[src/rtl/rr_arb_pkg.sv]
// rr_arb_pkg -- shared constants, types and the rotating-priority helper for
// the 4-requester round-robin arbiter (rr_arb4_sel).
//
// Contents:
//   NREQ       number of requesters (fixed at 4, matches the 2-bit mux select)
//   SEL_W      width of the mux select
//   BURST_LEN  max consecutive beats per requester when RR_ARB_BURST_EN is set
//   state_t    arbiter FSM state {IDLE, BUSY}
//   pick_t     {found, idx} result of a priority search
//   next_winner(req, ptr) -> pick_t
//              first set bit of req in the order ptr+1, ptr+2, ptr+3, ptr
package rr_arb_pkg;

  localparam int NREQ      = 4;
  localparam int SEL_W     = 2;
  localparam int BURST_LEN = 4;

  typedef enum logic {
    IDLE = 1'b0,
    BUSY = 1'b1
  } state_t;

  typedef struct packed {
    logic             found;
    logic [SEL_W-1:0] idx;
  } pick_t;

  // The request vector is doubled so that a plain part-select starting just
  // after ptr yields the requests already rotated into search order; the
  // lowest set bit of that window is the winner.
  function automatic pick_t next_winner(input logic [NREQ-1:0]  req,
                                        input logic [SEL_W-1:0] ptr);
    logic [2*NREQ-1:0] dbl;
    logic [NREQ-1:0]   rot;
    int                base;
    pick_t             res;
    dbl  = {req, req};
    base = int'(ptr) + 1;
    rot  = dbl[base +: NREQ];
    res  = '0;
    // Walk from the far end down so the nearest requester is written last.
    for (int k = NREQ - 1; k >= 0; k--) begin
      if (rot[k]) begin
        res.found = 1'b1;
        res.idx   = ptr + SEL_W'(k + 1);
      end
    end
    return res;
  endfunction

endpackage

[src/rtl/rr_pick4.sv]
// rr_pick4 -- combinational rotating priority encoder.
//
// Ports:
//   req    in  4  request vector
//   ptr    in  2  last-served pointer; search starts at ptr+1 and ends at ptr
//   found  out 1  at least one request is set
//   idx    out 2  winning requester (0 when found=0)
module rr_pick4
  import rr_arb_pkg::*;
(
  input  logic [NREQ-1:0]  req,
  input  logic [SEL_W-1:0] ptr,
  output logic             found,
  output logic [SEL_W-1:0] idx
);

  pick_t pick;

  assign pick  = next_winner(req, ptr);
  assign found = pick.found;
  assign idx   = pick.idx;

endmodule

[src/rtl/rr_arb4_sel.sv]
// rr_arb4_sel -- 4-requester round-robin arbiter driving the select of a
// downstream 8-bit 4:1 mux (channels a/b/c/d = req[0..3]).  It owns the
// valid/ready handshake between the four sources and the single sink; the mux
// carries the data.
//
// Ports:
//   clk        in  1  system clock, rising edge
//   rst_n      in  1  asynchronous active-low reset (assert async, release sync)
//   req        in  4  per-source valid, held until the matching in_ready bit
//   in_ready   out 4  per-source accept = grant & {4{out_ready}} (combinational)
//   sel        out 2  registered mux select, 0=a 1=b 2=c 3=d
//   grant      out 4  registered one-hot of sel, zero while idle
//   out_valid  out 1  registered, the mux output holds a valid beat
//   out_ready  in  1  sink accepts the beat this cycle
//
// Build option:
//   RR_ARB_BURST_EN  when defined, a requester that keeps req set is
//                    re-granted for up to BURST_LEN consecutive beats before
//                    the pointer rotates.  Undefined: rotate on every beat.
module rr_arb4_sel
  import rr_arb_pkg::*;
(
  input  logic             clk,
  input  logic             rst_n,
  input  logic [NREQ-1:0]  req,
  output logic [NREQ-1:0]  in_ready,
  output logic [SEL_W-1:0] sel,
  output logic [NREQ-1:0]  grant,
  output logic             out_valid,
  input  logic             out_ready
);

  state_t           state_reg, state_next;
  logic [SEL_W-1:0] sel_reg, sel_next;
  logic [NREQ-1:0]  grant_reg, grant_next;
  logic             valid_reg, valid_next;
  logic [SEL_W-1:0] ptr_reg, ptr_next;

  logic             transfer;
  logic [SEL_W-1:0] pick_ptr;
  logic             win_found;
  logic [SEL_W-1:0] win_idx;

`ifdef RR_ARB_BURST_EN
  localparam int CNT_W = (BURST_LEN > 1) ? $clog2(BURST_LEN) : 1;
  logic [CNT_W-1:0] cnt_reg, cnt_next;
  logic             burst_hold;
`endif

  assign transfer = valid_reg & out_ready;

  // While busy the search pivots on the channel being served, which is what
  // ptr becomes on the transfer; this lets the winner load in the same cycle
  // as the accepted beat so grants run back-to-back.
  assign pick_ptr = (state_reg == BUSY) ? sel_reg : ptr_reg;

  rr_pick4 u_pick (
    .req   (req),
    .ptr   (pick_ptr),
    .found (win_found),
    .idx   (win_idx)
  );

`ifdef RR_ARB_BURST_EN
  assign burst_hold = req[sel_reg] && (cnt_reg < CNT_W'(BURST_LEN - 1));
`endif

  always_comb begin
    state_next = state_reg;
    sel_next   = sel_reg;
    grant_next = grant_reg;
    valid_next = valid_reg;
    ptr_next   = ptr_reg;
`ifdef RR_ARB_BURST_EN
    cnt_next   = cnt_reg;
`endif
    case (state_reg)
      IDLE: begin
        if (win_found) begin
          sel_next   = win_idx;
          grant_next = NREQ'(1) << win_idx;
          valid_next = 1'b1;
          state_next = BUSY;
`ifdef RR_ARB_BURST_EN
          cnt_next   = '0;
`endif
        end
      end
      BUSY: begin
        // Select and grant are frozen during a stall; only a completed beat
        // may move them.
        if (transfer) begin
`ifdef RR_ARB_BURST_EN
          if (burst_hold) begin
            cnt_next = cnt_reg + CNT_W'(1);
          end else begin
            cnt_next = '0;
`endif
            ptr_next = sel_reg;
            if (win_found) begin
              sel_next   = win_idx;
              grant_next = NREQ'(1) << win_idx;
            end else begin
              grant_next = '0;
              valid_next = 1'b0;
              state_next = IDLE;
            end
`ifdef RR_ARB_BURST_EN
          end
`endif
        end
      end
      default: begin
        state_next = IDLE;
        grant_next = '0;
        valid_next = 1'b0;
      end
    endcase
  end

  always_ff @(posedge clk or negedge rst_n) begin
    if (!rst_n) begin
      state_reg <= IDLE;
      sel_reg   <= '0;
      grant_reg <= '0;
      valid_reg <= 1'b0;
      // Pointer starts at the last channel so channel 0 wins first.
      ptr_reg   <= SEL_W'(NREQ - 1);
`ifdef RR_ARB_BURST_EN
      cnt_reg   <= '0;
`endif
    end else begin
      state_reg <= state_next;
      sel_reg   <= sel_next;
      grant_reg <= grant_next;
      valid_reg <= valid_next;
      ptr_reg   <= ptr_next;
`ifdef RR_ARB_BURST_EN
      cnt_reg   <= cnt_next;
`endif
    end
  end

  generate
    for (genvar gi = 0; gi < NREQ; gi++) begin : g_ready
      assign in_ready[gi] = grant_reg[gi] & out_ready;
    end
  endgenerate

  assign sel       = sel_reg;
  assign grant     = grant_reg;
  assign out_valid = valid_reg;

endmodule
[config.mk]
export PLATFORM = sky130hd
export DESIGN_NAME = rr_arb4_sel
export DESIGN_NICKNAME = d
export VERILOG_FILES = /design/src/rtl/rr_arb_pkg.sv /design/src/rtl/rr_pick4.sv /design/src/rtl/rr_arb4_sel.sv
export SDC_FILE = /design/constraint.sdc
export NUM_CORES = 1
export LEC_CHECK = 0
export ABC_AREA = 1
export CAP_MARGIN = 20
export CORE_UTILIZATION = 35
export CTS_CLUSTER_SIZE = 10
export DETAILED_ROUTE_END_ITERATION = 10
export PLACE_DENSITY = 0.62
export REMOVE_ABC_BUFFERS = 1
export SYNTH_ARGS = -nofsm -noshare
export SYNTH_HDL_FRONTEND = slang
export SYNTH_SLANG_ARGS = --single-unit
[constraint.sdc]
create_clock -name clk -period 1.6 [get_ports clk]
set_clock_uncertainty 0.15 [all_clocks]
set_input_delay 0.32 -clock clk [delete_from_list [all_inputs] [get_ports clk]]
set_output_delay 0.32 -clock clk [all_outputs]
set_load 0.02 [all_outputs]
======== Word level (Yosys, flattened, before mapping) ========
Cells that the tools add are included.
operators by class
  add/subtract/negate cells ............... 4
  $mul .................................... 0
  div/mod/pow operators ................... 0
  magnitude comparators ................... 0
  equality and inequality tests ........... 3
  shift-type cells ........................ 2
  multiplexer cells ....................... 19
  bitwise operators ....................... 6
  reductions and logical operators ........ 3
operators by type and width
  cell                   count
  $shiftx A8 B32 Y4      1
  $mux W3                4
  $mux W4                3
  $pmux W4 S2            1
  $mux W2                3
  $and A1 B1 Y1          5
  $mux W1                5
  $add A2 B2 Y2 const B  2
  $ne A2 B1 Y1 const B   2
  $pmux W1 S2            2
  $pmux W2 S2            1
  $reduce_and A2 Y1      2
  $shl A1 B2 Y4 const A  1
  $add A2 B1 Y3 const B  1
  $reduce_and A3 Y1      1
  $add A2 B1 Y2 const B  1
  $ne A2 B2 Y1 const B   1
  $not A1 Y1             1
word-level totals
  bits in registers ....................... 10
  bits in latches ......................... 0
  RAM bits ................................ 0
  ROM bits ................................ 0
  output and inout port bits .............. 11
  word-level logic and storage cells ...... 42
  memories kept ........................... 0

======== Depth between registers and ports, before layout ========
Gate-level depths: netlist of the first run.
  depth in word-level cells ............... 11
  depth in mapped cells ................... 14
  depth with buffers taken out ............ 14

======== Hierarchy ========
A second synthesis of the first run with hierarchy kept.
second synthesis, totals
  cell total of the unflattened synthesis .. 102
  area, all modules ....................... 669.4 um^2
modules (own cells, without submodules)
  module       instances  cells each  area each (um^2)
  rr_arb4_sel  1          59          475.5
  rr_pick4     1          43          193.9

======== Worst setup path after synthesis of the first run ========
No wires, ideal clock.
  path type ............................... register to register
  from .................................... register sel_reg[0] (netlist: sel[0])
  to ...................................... register grant_reg[0] (netlist: grant[0])
  setup time .............................. 116 ps
  data arrival time ....................... 1452 ps
  required time ........................... 1334 ps
  path slack .............................. -118 ps
  stages on the path, launching flop included .. 11
  path buffers ............................ 0
  period minus slack after synthesis ...... 1718 ps
  cells stage by stage .................... dfrtp_1 > nand2_1 > nand2_4 > nand2_1 > nand2_2 > nor2_4 > nand3_4 > a21oi_4 > nor2_1 > nand2_1 > nand2_1
on the way
  cells in the longest elaborated chain, start to end .. 11
  elaborated cells on any way between the ends .. 17
  those cells by class .................... add/sub (4); eq/ne (1); shift (2); mux (9); reduce/logical (1)
ends and longest elaborated chain
  item                    RTL line                               RTL
  start, declared         rr_arb4_sel.sv:34                      logic [SEL_W-1:0] sel_reg, sel_next;
  start signal, assigned  rr_arb4_sel.sv:134                     sel_reg <= sel_next;
  $mux W2 (*)             rr_arb4_sel.sv:55                      assign pick_ptr = (state_reg == BUSY) ? sel_reg : ptr_reg;
  $add A2 B1 Y3           rr_arb_pkg.sv:38                       base = int'(ptr) + 1;
  $shiftx A8 B32 Y4       rr_arb_pkg.sv:39                       rot = dbl[base +: NREQ];
  $mux W3 (3 in a row)    rr_arb_pkg.sv:43                       if (rot[k]) begin
  $mux W3 (*)             rr_arb_pkg.sv:43
  $shl A1 B2 Y4           rr_arb4_sel.sv:81, rr_arb4_sel.sv:102
  $mux W4                 rr_arb4_sel.sv:100                     if (win_found) begin
  $mux W4                 rr_arb4_sel.sv:92                      if (transfer) begin
  $pmux W4 S2             rr_arb4_sel.sv:77                      case (state_reg)
  end signal, assigned    rr_arb4_sel.sv:135                     grant_reg <= grant_next;
  end, declared           rr_arb4_sel.sv:35                      logic [NREQ-1:0] grant_reg, grant_next;
Every way passes the cells marked *; elsewhere a longest branch is shown, timed or not. The select of a mux whose other input is x is not followed.
A chain may end at the register's enable or synchronous reset.

======== Worst setup path in the final report of the first run ========
  from .................................... register state_reg
  to ...................................... register grant_reg[0] (netlist: grant[0])
on the way
  cells in the longest elaborated chain, start to end .. 11
  elaborated cells on any way between the ends .. 19
  those cells by class .................... add/sub (4); eq/ne (2); shift (2); mux (9); bitwise (1); reduce/logical (1)
ends and longest elaborated chain
  item                    RTL line                               RTL
  start, declared         rr_arb4_sel.sv:33                      state_t state_reg, state_next;
  start signal, assigned  rr_arb4_sel.sv:133                     state_reg <= state_next;
  $mux W2                 rr_arb4_sel.sv:55
  $add A2 B1 Y3           rr_arb_pkg.sv:38
  $shiftx A8 B32 Y4       rr_arb_pkg.sv:39
  $mux W3 (4 in a row)    rr_arb_pkg.sv:43
  $shl A1 B2 Y4           rr_arb4_sel.sv:81, rr_arb4_sel.sv:102
  $mux W4                 rr_arb4_sel.sv:100
  $mux W4                 rr_arb4_sel.sv:92
  $pmux W4 S2             rr_arb4_sel.sv:77
Several ways; a longest one is shown, not always the timed one. The select of a mux whose other input is x is not followed.

==> results of run 1 <==
[through the flow]
| step | std cells | power, W | area, um^2 | utilization, % |
|---|---|---|---|---|
| floorplan | 120 | 0.000297 | 803 | - |
| global placement | 175 | 0.000326 | 1090 | 52.9 |
| detailed placement | 175 | 0.000328 | 1090 | 52.9 |
| CTS | 185 | 0.000572 | 1230 | 59.8 |
| global route | 186 | 0.000591 | 1290 | 62.5 |
| finish | 186 | 0.000570 | 1290 | 62.5 |
[worst paths after layout]
kind / startpoint / to / slack, ns / cells after the start
setup / recovery: state_reg / grant[0] / -0.22 / 11
hold / removal: rst_n / grant[3] / 0.22 / 1
setup reg to reg: state_reg / grant[0] / -0.22 / 11
hold reg to reg: grant[1] / grant[1] / 0.35 / 2
max in group asynchronous: rst_n / state_reg / 0.72 / 1
min in group clk: grant[1] / grant[1] / 0.35 / 2
[report_power, final]
group / switching [W] / internal, W
Combinational: 0.0000484 / 0.0000324
Clock: 0.0000980 / 0.000139
Sequential: 0 / 0.000253
[cell usage after synthesis, types with 2 or more instances]
cell type	instances
dfrtp_1	8
dfstp_2	2
inv_1	15
inv_2	3
nand2_1	49
nand2_2	6
nand2_4	3
nand3_1	13
nand3_2	2
nand3_4	2
nand4_1	3
nor2_1	4
o21ai_0	4
[logic make-up after synthesis]
group                  Yosys count  share of synthesized area (%)
buffers and inverters           18                           8.41
AOI/OAI and AO/OA                9                           7.79
DFF                             10                           31.5
and+or+nand+nor                 83                           52.3
[metal layers]
metal / global-route usage [%] / vias up / routed length, um
met4: 8.57 / 0 / 30
li1: - / 460 / -
met1: 24.1 / 430 / 1010
met3: 2.78 / 4 / 63
met2: 34.5 / 22 / 1130
met5: 0 / - / 0
[area by class of cell]
| cell class | instances | area share [%] |
|---|---|---|
| multi-input cells | 92 | 45.7 |
| clock buffers | 4 | 2.82 |
| repair buffers | 35 | 23.5 |
| inverters | 18 | 5.63 |
| well taps | 27 | 2.62 |
| flip-flops and latches | 10 | 19.7 |
[worst max-delay path: cells and delay by family, from the launching register on]
kind,cells,cell delay (ns)
simple gates,8,0.74
buf+inv,2,0.20
compound gates,1,0.22
flops,1,0.46
[what timing repair did]
action | in CTS | in global routing
setup endpoints to repair | 18 | 12
setup buffers | 6 | 1
pin swaps | 19 | 8
gates resized for setup | 39 | 17
==> flow_metrics.env, run 1 <==
export IMPL_synthCells=120
export IMPL_cts_tree="built"
export IMPL_root_buffer="clkbuf_4"
export IMPL_synthArstFlopShare_pct=100
export IMPL_grt_util_all_layers_pct=19.9
export IMPL_drive_gt1_share_pct=41.5
export IMPL_layout_common_cells="nand2_1 (35), nand2_2 (15), buf_4 (15), inv_1 (14), nand3_1 (9)"
export IMPL_cp_slowest_cell="dfrtp_2"
export IMPL_rsz0062_at_grt="true"
export IMPL_holdCritPathClass="input port to async pin"
export IMPL_wl_per_cell_um=12.0
export IMPL_fin_setup_tns_ns=-1.32
export IMPL_diodes=0
export IMPL_vias_per_cell=4.92
export IMPL_ir_drop_mv=0.360
export IMPL_syn_mean_instance_area_um2=6.69
export IMPL_netlist_area_um2=803
export IMPL_critical_path_class="flop to flop"
export IMPL_start_util_pct=39.0
export IMPL_drt_drc_violations_left=0
export IMPL_cts_buffers=3
export IMPL_clock_sinks=10
export IMPL_syn2layout_area_growth_pct=60.4
export IMPL_grt_overflow=0
export IMPL_synth_top_cell_by_area="dfrtp_1"
export IMPL_seq_area_um2=254
export IMPL_dieArea_um2=2490
export IMPL_fin_ws_ns=-0.221
export IMPL_status="complete, but fails checks"
export IMPL_required_ns=1.67
export IMPL_layout_commonest_cell="nand2_1"
export IMPL_yosys_cell_types_count=19
export IMPL_yosysWarnings=0
export IMPL_ant_nets=0
export IMPL_largest_reg_flops=4
export IMPL_drt_iter0_drc=18
export IMPL_antenna_found_initial=0
export IMPL_multi_input_area_um2=589
export IMPL_violations="negative setup slack"
export IMPL_maxSlewHeadroom_pct=67.5
export IMPL_place_gp_congestion=0.863
export IMPL_synth_top_area_share_pct=24.9
export IMPL_ys_seq_area_share_pct=31.5
export IMPL_max_stage_delay_ns=0.46
export IMPL_worstSkewPairLatency_ns=0.28
export IMPL_setup_viol=7
export IMPL_grt_pass1_wl_mm=3.75
export IMPL_crit_arrival_ns=1.89
export IMPL_design_core_area_um2=2060
export IMPL_finalCriticalPeriod_ns=1.82
export IMPL_io_pins=18
export IMPL_worst_setup_path_end_kind="flop"
export IMPL_cts_buffer_depth=2
export IMPL_dp_hpwl_mm=1.54
export IMPL_io_buffers=17
export IMPL_yosys_register_bits=10
export IMPL_cts_hold_buf=0
export IMPL_first_pass_iters=4
export IMPL_wl_mm=2.23
export IMPL_start_kind="flop"
export IMPL_final_max_slew_viol_count=0
export IMPL_die_h_um=49.9
export IMPL_rows=16
export IMPL_preCtsSetupSlack_ns=-0.463
export IMPL_fmax_ghz=0.549
export IMPL_synthFlopType="dfrtp_1"
export IMPL_period_share_pct=114
export IMPL_finalHoldViolations=0
export IMPL_nets=167
export IMPL_holdWs_ns=0.219
export IMPL_power_density_nw_per_um2=442
export IMPL_worstMarginPinSlew_ns=0.486
export IMPL_die_width_um=49.9
export IMPL_grt_pass1_vias=869
export IMPL_maxCapViolations=0
export IMPL_synth_edf_count=0
export IMPL_path_max_fanout=7
export IMPL_grt_start_max_net_pins=11
export IMPL_num_vias=916
export IMPL_fillers=193
export IMPL_cp_cell_sequence="inv_4 > nand2_4 > nand2_8 > nand2_2 > nand3_2 > nand2_2 > nand3_4 > a21oi_4 > buf_6 > nand2_1 > nand2_1"
export IMPL_p_leak_nw=0.709
export IMPL_path_clk_slew_ns=0.07
export IMPL_ys_top_cells_by_area="dfrtp_1 (25%), nand2_1 (23%), nand3_1 (8.1%)"
export IMPL_h_tree_depth=1
Note: power is estimated with default switching activity, not from simulation.
==> run 2: changes to the inputs <==
CTS_BUF_LIST = sky130_fd_sc_hd__clkbuf_8 sky130_fd_sc_hd__clkbuf_16   (was not set)
PLACE_DENSITY = 0.6   (was 0.62)
clock period = 2.33 ns   (was 1.6 ns; I/O delays follow)
==> flow_metrics.env, run 2 (synthesized netlist as in run 1, its figures left out) <==
export IMPL_rows=16
export IMPL_grt_overflow=0
export IMPL_worst_setup_path_end_kind="output port"
export IMPL_wl_met2_um=812
export IMPL_worstMarginPinSlew_ns=0.490
export IMPL_nets=149
export IMPL_diodes=0
export IMPL_fillers=216
export IMPL_design_core_area_um2=2060
export IMPL_start_kind="input port"
export IMPL_syn2layout_area_growth_pct=30.4
export IMPL_rrSetupSlack_ns=0.46
export IMPL_largest_reg_flops=4
export IMPL_root_buffer="clkbuf_8"
export IMPL_vias_per_cell=4.76
export IMPL_grt_start_max_net_pins=11
export IMPL_fmax_ghz=0.479
export IMPL_status="completed"
export IMPL_h_tree_depth=1
export IMPL_drt_iter0_drc=23
export IMPL_worstSkewPairLatency_ns=0.23
export IMPL_wl_mm=1.77
export IMPL_path_clk_slew_ns=0.05
export IMPL_clock_sinks=10
export IMPL_wl_met1_um=899
export IMPL_maxSlewHeadroom_pct=67.3
export IMPL_antenna_found_initial=0
export IMPL_finalHoldViolations=0
export IMPL_ant_nets=0
export IMPL_grt_pass1_vias=748
export IMPL_first_pass_iters=4
export IMPL_io_buffers=17
export IMPL_layout_commonest_cell="nand2_1"
export IMPL_required_ns=1.71
export IMPL_wl_per_cell_um=10.6
export IMPL_period_share_pct=89.5
export IMPL_die_h_um=49.9
export IMPL_place_gp_congestion=0.836
export IMPL_grt_pass1_wl_mm=3.13
export IMPL_final_max_slew_viol_count=0
export IMPL_ir_drop_mv=0.359
export IMPL_dieArea_um2=2490
export IMPL_drt_drc_violations_left=0
export IMPL_p_leak_nw=0.585
export IMPL_crit_arrival_ns=1.47
export IMPL_rsz0062_at_grt="false"
export IMPL_routed_top_layer="met4"
export IMPL_setup_viol=0
export IMPL_drive_gt1_share_pct=16.3
export IMPL_fin_setup_tns_ns=0
export IMPL_grt_util_all_layers_pct=16.1
export IMPL_finalPower_w=0.000403
export IMPL_holdWs_ns=0.353
export IMPL_maxCapViolations=0
export IMPL_cp_slowest_cell="clkdlybuf4s50_1"
export IMPL_finalCriticalPeriod_ns=2.09
export IMPL_dp_hpwl_mm=1.42
export IMPL_cp_cell_sequence="clkdlybuf4s50_1 > nand2_1 > inv_1 > dlygate4sd2_1"
export IMPL_wl_met3_um=54
export IMPL_power_density_nw_per_um2=385
export IMPL_cts_buffers=3
export IMPL_cts_hold_buf=0
export IMPL_layout_common_cells="nand2_1 (49), inv_1 (16), nand3_1 (13), clkdlybuf4s50_1 (13), dfrtp_1 (8)"
export IMPL_max_stage_delay_ns=0.55
export IMPL_cts_buffer_depth=2
export IMPL_start_util_pct=39.0
export IMPL_cts_tree="built"
export IMPL_critical_path_class="input port to output port"
export IMPL_io_pins=18
export IMPL_num_vias=800
export IMPL_path_max_fanout=5
export IMPL_die_width_um=49.9
export IMPL_holdCritPathClass="flop to flop"
run 2: worst paths after layout:
path	from	depth (start not counted)	to
worst max-delay path	out_ready	4	in_ready[3]
worst min-delay path	grant[0]	2	grant[0]
worst max register to register	state_reg	11	grant[0]
worst min register to register	grant[0]	2	grant[0]
max in group asynchronous	rst_n	1	ptr_reg[0]
min in group asynchronous	rst_n	1	grant[3]
run 2: metal layers:
metal | track usage, % | up-vias
li1 | - | 424
met3 | 2.78 | 3
met5 | 0 | -
met2 | 26.1 | 16
met1 | 22.4 | 357
met4 | 2.86 | 0
run 2: critical path: cells and delay by family:
family                 cells  cell delay (ns)
and+or+nand+nor            1             0.08
buffers and inverters      3             0.92
run 2: area by class of cell:
| cell class | instances | area [um^2] | share of cell area [%] |
|---|---|---|---|
| inverter | 18 | 67.6 | 6.45 |
| sequential | 10 | 253 | 24.1 |
| multi-input combinational | 92 | 483 | 46.1 |
| tap | 27 | 33.8 | 3.23 |
| clock inverter | 1 | 3.75 | 0.358 |
| timing repair buffer | 17 | 165 | 15.8 |
| clock buffer | 3 | 41.3 | 3.94 |
run 2: through the flow:
stage          utilization (%)  instance area, um^2  setup slack (ns)  instances
3_3_place_gp              48.8                 1010          -0.00770        164
5_1_grt                   50.8                 1050             0.158        168
2_1_floorplan                -                  803             0.612        120
4_1_cts                   50.8                 1050             0.232        168
3_5_place_dp              48.8                 1010           -0.0295        164
6_report                  50.8                 1050             0.244        168
run 2: what timing repair did:
action | in CTS | in global routing
setup endpoints to repair | 4 | 0
resized for setup | 4 | 0
buffers inserted | 0 | 0
run 2: report_power, final:
group          switching [W]  internal (W)  leakage (nW)
clock network      0.0000651      0.000115        0.0269
registers                  0      0.000174         0.127
logic              0.0000284     0.0000200         0.431
total              0.0000935      0.000309         0.585
==> run 3: changes to the inputs <==
TNS_END_PERCENT = 20   (was not set)
==> results of run 3 <==
No change in the layout: final DEF, timing and power equal those of run 2.
